--- src/rtl/muldiv_pkg.sv ---
`default_nettype none
// ============================================================================
// Module  : muldiv_pkg
// Brief   : Shared op encodings, FSM states and constants for muldiv_unit
// Revision: 1.0
// ============================================================================
package muldiv_pkg;

  localparam int ITER  = 32;
  localparam int CNT_W = $clog2(ITER);
  localparam logic [CNT_W-1:0] CNT_LAST = CNT_W'(ITER - 1);

  localparam logic [2:0] OP_MUL    = 3'b000;
  localparam logic [2:0] OP_MULH   = 3'b001;
  localparam logic [2:0] OP_MULHSU = 3'b010;
  localparam logic [2:0] OP_MULHU  = 3'b011;
  localparam logic [2:0] OP_DIV    = 3'b100;
  localparam logic [2:0] OP_DIVU   = 3'b101;
  localparam logic [2:0] OP_REM    = 3'b110;
  localparam logic [2:0] OP_REMU   = 3'b111;

  localparam logic [31:0] C_INT_MIN  = 32'h8000_0000;
  localparam logic [31:0] C_ALL_ONES = 32'hFFFF_FFFF;

  localparam logic MODE_MUL = 1'b0;
  localparam logic MODE_DIV = 1'b1;

  typedef enum logic [1:0] {
    ST_IDLE = 2'd0,
    ST_CALC = 2'd1,
    ST_FIX  = 2'd2,
    ST_DONE = 2'd3
  } state_t;

  function automatic logic op_a_signed(input logic [2:0] op);
    return (op == OP_MULH) || (op == OP_MULHSU) || (op == OP_DIV) || (op == OP_REM);
  endfunction

  function automatic logic op_b_signed(input logic [2:0] op);
    return (op == OP_MULH) || (op == OP_DIV) || (op == OP_REM);
  endfunction

endpackage
`default_nettype wire

--- src/rtl/muldiv_if.sv ---
`default_nettype none
// ============================================================================
// Module  : muldiv_if
// Brief   : Start/busy/valid request and result bundle for muldiv_unit
// Revision: 1.0
// ============================================================================
interface muldiv_if;
  logic        start;
  logic [2:0]  op;
  logic [31:0] rs1_val;
  logic [31:0] rs2_val;
  logic [4:0]  rd_in;
  logic        kill;
  logic        busy;
  logic        valid;
  logic [31:0] result;
  logic [4:0]  rd_out;

  modport master (
    output start, op, rs1_val, rs2_val, rd_in, kill,
    input  busy, valid, result, rd_out
  );

  modport slave (
    input  start, op, rs1_val, rs2_val, rd_in, kill,
    output busy, valid, result, rd_out
  );
endinterface
`default_nettype wire

--- src/rtl/muldiv_step.sv ---
`default_nettype none
// ============================================================================
// Module  : muldiv_step
// Brief   : One combinational iteration: shift-add multiply or restoring divide
// Revision: 1.0
// ============================================================================
module muldiv_step
  import muldiv_pkg::*;
(
  input  logic        mode,
  input  logic [31:0] hi,
  input  logic [31:0] lo,
  input  logic [31:0] opnd,
  output logic [31:0] hi_next,
  output logic [31:0] lo_next
);

  logic [32:0] w_sum;
  logic [32:0] w_shift;
  logic        w_ge;
  logic [31:0] w_diff;

  // Multiply: {hi,lo} holds partial product over the remaining multiplier bits.
  // Divide: hi is the partial remainder, lo shifts dividend out and quotient in.
  always_comb begin
    w_sum   = {1'b0, hi} + (lo[0] ? {1'b0, opnd} : 33'd0);
    w_shift = {hi, lo[31]};
    w_ge    = (w_shift >= {1'b0, opnd});
    w_diff  = w_shift[31:0] - opnd;
    if (mode == MODE_DIV) begin
      hi_next = w_ge ? w_diff : w_shift[31:0];
      lo_next = {lo[30:0], w_ge};
    end else begin
      hi_next = w_sum[32:1];
      lo_next = {w_sum[0], lo[31:1]};
    end
  end

endmodule
`default_nettype wire

--- src/rtl/muldiv_unit.sv ---
`default_nettype none
// ============================================================================
// Module  : muldiv_unit
// Brief   : Iterative RV32M multiply/divide, fixed 34-cycle latency
// Revision: 1.0
// ============================================================================
module muldiv_unit
  import muldiv_pkg::*;
(
  input  logic     CLK,
  input  logic     rst,
  muldiv_if.slave  bus
);

  state_t            r_state;
  state_t            w_next;
  logic              w_busy;
  logic              w_valid;
  logic              w_accept;
  logic [CNT_W-1:0]  r_cnt;
  logic [2:0]        r_op;
  logic [4:0]        r_rd;
  logic [31:0]       r_opnd;
  logic [31:0]       r_a_raw;
  logic [63:0]       r_acc;
  logic              r_sign_a;
  logic              r_sign_b;
  logic              r_div_zero;
  logic              r_div_ovf;
  logic [31:0]       r_result;
  logic [4:0]        r_rd_out;

  logic              w_a_neg;
  logic              w_b_neg;
  logic [31:0]       w_a_mag;
  logic [31:0]       w_b_mag;
  logic [31:0]       w_hi_next;
  logic [31:0]       w_lo_next;
  logic [63:0]       w_prod;
  logic [31:0]       w_quo;
  logic [31:0]       w_rem;
  logic [31:0]       w_fix;

  assign w_accept = ((r_state == ST_IDLE) || (r_state == ST_DONE)) && bus.start && !bus.kill;

  always_ff @(posedge CLK) begin
    if (!rst) begin
      r_state <= ST_IDLE;
    end else begin
      r_state <= w_next;
    end
  end

  always_comb begin
    w_next  = r_state;
    w_busy  = 1'b0;
    w_valid = 1'b0;
    case (r_state)
      ST_IDLE: begin
        if (w_accept) w_next = ST_CALC;
      end
      ST_CALC: begin
        w_busy = 1'b1;
        if (r_cnt == CNT_LAST) w_next = ST_FIX;
      end
      ST_FIX: begin
        w_busy = 1'b1;
        w_next = ST_DONE;
      end
      ST_DONE: begin
        w_valid = 1'b1;
        w_next  = w_accept ? ST_CALC : ST_IDLE;
      end
      default: w_next = ST_IDLE;
    endcase
    if (bus.kill) w_next = ST_IDLE;
  end

  assign bus.busy   = w_busy;
  assign bus.valid  = w_valid;
  assign bus.result = r_result;
  assign bus.rd_out = r_rd_out;

  // Magnitudes only for operands the op treats as signed
  assign w_a_neg = op_a_signed(bus.op) & bus.rs1_val[31];
  assign w_b_neg = op_b_signed(bus.op) & bus.rs2_val[31];
  assign w_a_mag = w_a_neg ? (~bus.rs1_val + 32'd1) : bus.rs1_val;
  assign w_b_mag = w_b_neg ? (~bus.rs2_val + 32'd1) : bus.rs2_val;

  muldiv_step u_step (
    .mode    (r_op[2]),
    .hi      (r_acc[63:32]),
    .lo      (r_acc[31:0]),
    .opnd    (r_opnd),
    .hi_next (w_hi_next),
    .lo_next (w_lo_next)
  );

  always_comb begin
    w_prod = (r_sign_a ^ r_sign_b) ? (~r_acc + 64'd1) : r_acc;
    w_quo  = (r_sign_a ^ r_sign_b) ? (~r_acc[31:0] + 32'd1) : r_acc[31:0];
    w_rem  = r_sign_a ? (~r_acc[63:32] + 32'd1) : r_acc[63:32];
    case (r_op)
      OP_MUL:                       w_fix = w_prod[31:0];
      OP_MULH, OP_MULHSU, OP_MULHU: w_fix = w_prod[63:32];
      OP_DIV, OP_DIVU:              w_fix = r_div_zero ? C_ALL_ONES :
                                            (r_div_ovf ? C_INT_MIN : w_quo);
      OP_REM, OP_REMU:              w_fix = r_div_zero ? r_a_raw :
                                            (r_div_ovf ? 32'd0 : w_rem);
      default:                      w_fix = 32'd0;
    endcase
  end

  always_ff @(posedge CLK) begin
    if (!rst) begin
      r_cnt      <= '0;
      r_op       <= 3'd0;
      r_rd       <= 5'd0;
      r_opnd     <= 32'd0;
      r_a_raw    <= 32'd0;
      r_acc      <= 64'd0;
      r_sign_a   <= 1'b0;
      r_sign_b   <= 1'b0;
      r_div_zero <= 1'b0;
      r_div_ovf  <= 1'b0;
      r_result   <= 32'd0;
      r_rd_out   <= 5'd0;
    end else begin
      r_cnt <= (r_state == ST_CALC) ? r_cnt + 1'b1 : '0;
      if (w_accept) begin
        r_op       <= bus.op;
        r_rd       <= bus.rd_in;
        r_a_raw    <= bus.rs1_val;
        r_sign_a   <= w_a_neg;
        r_sign_b   <= w_b_neg;
        r_opnd     <= bus.op[2] ? w_b_mag : w_a_mag;
        r_acc      <= {32'd0, bus.op[2] ? w_a_mag : w_b_mag};
        r_div_zero <= (bus.rs2_val == 32'd0);
        r_div_ovf  <= ((bus.op == OP_DIV) || (bus.op == OP_REM)) &&
                      (bus.rs1_val == C_INT_MIN) && (bus.rs2_val == C_ALL_ONES);
      end else if (r_state == ST_CALC) begin
        r_acc <= {w_hi_next, w_lo_next};
      end
      if ((r_state == ST_FIX) && !bus.kill) begin
        r_result <= w_fix;
        r_rd_out <= r_rd;
      end
    end
  end

endmodule
`default_nettype wire

--- src/flat_wrapper.sv ---
// flat-port wrapper written by rule: the top's interface ports become plain ports
module muldiv_unit_flat import muldiv_pkg::*;
  (CLK, rst, bus_start, bus_op, bus_rs1_val, bus_rs2_val, bus_rd_in, bus_kill, bus_busy, bus_valid, bus_result, bus_rd_out);
  muldiv_if bus_i ();
  input  logic CLK;
  input  logic rst;
  input wire logic [$bits(bus_i.start)-1:0] bus_start;
  input wire logic [$bits(bus_i.op)-1:0] bus_op;
  input wire logic [$bits(bus_i.rs1_val)-1:0] bus_rs1_val;
  input wire logic [$bits(bus_i.rs2_val)-1:0] bus_rs2_val;
  input wire logic [$bits(bus_i.rd_in)-1:0] bus_rd_in;
  input wire logic [$bits(bus_i.kill)-1:0] bus_kill;
  output wire logic [$bits(bus_i.busy)-1:0] bus_busy;
  output wire logic [$bits(bus_i.valid)-1:0] bus_valid;
  output wire logic [$bits(bus_i.result)-1:0] bus_result;
  output wire logic [$bits(bus_i.rd_out)-1:0] bus_rd_out;
  assign bus_i.start = bus_start;
  assign bus_i.op = bus_op;
  assign bus_i.rs1_val = bus_rs1_val;
  assign bus_i.rs2_val = bus_rs2_val;
  assign bus_i.rd_in = bus_rd_in;
  assign bus_i.kill = bus_kill;
  assign bus_busy = bus_i.busy;
  assign bus_valid = bus_i.valid;
  assign bus_result = bus_i.result;
  assign bus_rd_out = bus_i.rd_out;
  muldiv_unit u_core (.CLK(CLK), .rst(rst), .bus(bus_i));
endmodule
--- config.mk ---
export PLATFORM = sky130hd
export DESIGN_NAME = muldiv_unit_flat
export DESIGN_NICKNAME = d
export VERILOG_FILES = /design/src/rtl/muldiv_pkg.sv /design/src/rtl/muldiv_if.sv /design/src/rtl/muldiv_step.sv /design/src/rtl/muldiv_unit.sv /design/src/flat_wrapper.sv
export SDC_FILE = /design/constraint.sdc
export NUM_CORES = 1
export LEC_CHECK = 0
export CAP_MARGIN = 10
export CORE_ASPECT_RATIO = 2
export CORE_MARGIN = 2
export CORE_UTILIZATION = 40
export CTS_CLUSTER_SIZE = 10
export DETAILED_ROUTE_END_ITERATION = 8
export PLACE_DENSITY = 0.69
export REMOVE_ABC_BUFFERS = 1
export SYNTH_ARGS = -nofsm -noshare
export SYNTH_HDL_FRONTEND = slang
export SYNTH_SLANG_ARGS = --single-unit
--- constraint.sdc ---
create_clock -name CLK -period 4.1 [get_ports CLK]
set_input_delay 0.41 -clock CLK [delete_from_list [all_inputs] [get_ports CLK]]
set_output_delay 0.41 -clock CLK [all_outputs]
set_load 0.05 [all_outputs]
==> results.md <==
* Routed Antenna Nets at 0
* Critical path class: flop to flop
* Metal3 WL at 3280 um
* Placed insts at 2898
* Clock tree buffer depth at 2
* Top-Level Pins at 115
* Final setup margin at 0.290 ns
* Critical Path Start Type: flop
* GP Congestion at 1.03
* Warnings, synthesis at 0
* Most frequent cells in the layout: nand2_1, nor2_1, o21ai_0
* Area of the multi-input gates at 12200 sq um
* Synth cell types at 89
* Synth Area in Compound Gates at 30.4%
* Layout area overhead at 14.8%
* Clock-pin slew on the worst setup and hold paths at 0.08 ns
* Post-Synth Simple-Gate Area at 23.0%
* Setup slack at placement at 0.199 ns
* Clock skew at 0.0119 ns
* Max-Cap Viols at 0
* Ys flop type: dfxtp_1
* R2R Setup Slk at 0.29 ns
* Number of port buffers at 114
* Area leader, netlist: dfxtp_1
* CTS Buf Count at 17
* Synth Area in Adders at 5.90%
* Row cnt at 106
* Pleak at 7.36 nW
* Psw at 2.35 mW
* Hold crit path type: primary input to flop
* DRT Pass-1 Iters at 9
* Die area at 43700 sq um
* Status: complete, no violations
* Slew @ Worst Pin at 1.19 ns
* Cts-stage hold buffer count at 0
* Core area at 41600 sq um
* XOR/XNOR share of the synthesized area at 10.0%
* Number of synthesized register bits at 184
* Power consumption at 5.94 mW
* TritonCTS clock tree: done
* Filler cells at 4282
* Pin count of the biggest net entering global routing at 77
* H-Tree Depth at 4
* Worst VDD drop at 318 uV
* Seq pwr share at 33.6%
* Fin util at 46.3%
* Post-DR vias/cell at 6.21
* Fin. max-slew vios at 0
* RSZ-0062 raised after global routing: no
* DRT met1 WL at 23200 um
* Commonest non-fill, non-tap cell in the layout: nand2_1
* Nets at 2531
* Share of cells above drive strength 1 at 7.70%
* Final Hold Viols at 0
* Latest clock arrival within the worst-skew pair at 0.48 ns
* Mean Syn Cell Area at 7.19 sq um
* Antenna cells at 0
* GR Overflow Total at 0
* Initial Util at 40.3%
* 1st-iter DRT viols at 1404
* Final Cycle Share at 92.9%
* Total internal power at 3.59 mW
* Crit. End Element: flop
* Die Ht at 294 um
* Final count of negative-setup-slack endpoints at 0
* Asr flop ratio synth at 0%
* Wire length per cell at 23.3 um
* Clk pwr share at 30.4%
* Synth top area cells: dfxtp_1, nand2_1, o21ai_0, ha_1, xnor2_1
* Final Critical Period at 3.81 ns
* Logic pwr share at 36.0%
* Number of gates resized after cts at 0
* DR DRC count at 0
* PD cells at 308 nW/um^2
* CTS root buffer: clkbuf_16
* Top-area cell type share of the netlist area at 21.9%
* CP required at 4.44 ns
* Register area share after synthesis at 21.9%
* Clk sinks at 184
* Vias in the first global route at 18000
* Register Area at 3690 sq um
* Initial antenna violation count at 1
* WL met2 at 34300 um
* Largest family of logic cells by synthesized area: compound AO/OA/AOI/OAI gates
* Post-synth EDFFs at 0
* Vias post-DR at 18200
* First-pass GRT wire length at 102000 um
* Non-filler cells, final at 2930
* Maximum fanout along the worst path at 7
* Die X-Extent at 149 um
* Synthesized cell area at 16800 sq um
* CP arrival at 4.15 ns
* Sw Share at 39.6%
* DP HPWL at 53800 um
* Overall fraction of global-route tracks in use at 30.7%
* DRT Wirelength at 68200 um
* Fmax at 262 MHz
* Post-synthesis mux area share at 2.90%
* # Post-CTS Setup Buffers at 0
* Post-synthesis cell count at 2335
* Top Layer Used: met4
* Max transition margin at 20.1%
[cells by family (layout without fill, tap and decap cells)]
| family | after synthesis | count (layout) |
|---|---|---|
| buffers and inverters | 255 | 310 |
| AO/OA/AOI/OAI | 773 | 773 |
| AND/OR/NAND/NOR | 805 | 805 |
| flip-flops | 184 | 184 |
| multiplexers | 48 | 48 |
| XOR/XNOR | 192 | 192 |
| adder cells (fa/ha/maj) | 78 | 78 |
[worst max-delay path, stage by stage, from the launching register on]
cell	delay, ns
dfxtp_1	0.39
and2_1	0.19
ha_1	0.21
fa_1	0.41
a21oi_1	0.21
nand4b_1	0.17
a31oi_1	0.15
a211oi_1	0.65
o41a_1	0.35
o21ai_0	0.22
a221o_1	0.41
a211oi_1	0.24
a211oi_1	0.07
[registers in the layout, summed over array words and instances, names as in the netlist]
register	cells
u_core.r_cnt	5
u_core.r_rd	5
u_core.r_div_ovf	1
u_core.bus.result	32
u_core.bus.rd_out	5
u_core.r_sign_a	1
u_core.r_div_zero	1
u_core.r_a_raw	32
u_core.r_acc	64
u_core.r_state	2
u_core.r_op	3
u_core.r_sign_b	1
u_core.r_opnd	32
[final timing paths]
path | start | endpoint | cells after the start
worst max-delay path | u_core.r_acc[0] | u_core.r_acc[63] | 12
worst min-delay path | rst | u_core.r_sign_a | 2
worst max register to register | u_core.r_acc[0] | u_core.r_acc[63] | 12
worst min register to register | u_core.r_cnt[0] | u_core.r_cnt[0] | 1
[area by class of cell]
class,count,area share (%)
Clock buffer,18,2.34
Clock inverter,14,0.915
Inverter,69,1.34
Multi-Input combinational cell,1896,63.2
Sequential cell,184,19.1
Tap cell,540,3.50
Timing Repair Buffer,209,9.58
[power groups by stage]
stage | Combinational (mW) | Clock, mW | Sequential, mW
after floorplan | 1.27 | 0 | 2.01
after global placement | 2.07 | 0 | 2.03
after detailed placement | 2.09 | 0 | 2.03
after CTS | 2.10 | 1.83 | 1.99
after global routing | 2.31 | 1.89 | 2.00
final | 2.14 | 1.81 | 1.99
[stage by stage]
stage / cell area [sq um] / TNS (ns) / hold slack (ns)
after floorplan: 16100 / -25.18 / 0.418
after global placement: 18700 / 0 / 0.427
after detailed placement: 18700 / 0 / 0.440
after CTS: 19300 / 0 / 0.418
after global routing: 19300 / 0 / 0.436
final: 19300 / 0 / 0.437
[synthesized netlist by cell type (all sizes together), types with 43 or more instances]
cell type  instances
inv               69
a21oi            159
mux2i             43
o211ai            60
clkbuf           157
nand2            292
o21ai            205
ha                76
xor2              85
a21boi            73
nor3              52
xnor2            107
dfxtp            184
nor2             207
[per-layer routing]
metal / GRT usage, % / vias up
met1: 29.8 / 8573
li1: - / 8520
met2: 55.1 / 786
met3: 3.97 / 323
met5: 0 / -
met4: 28.8 / 0
No activity file was read; power rests on OpenSTA's default activity.
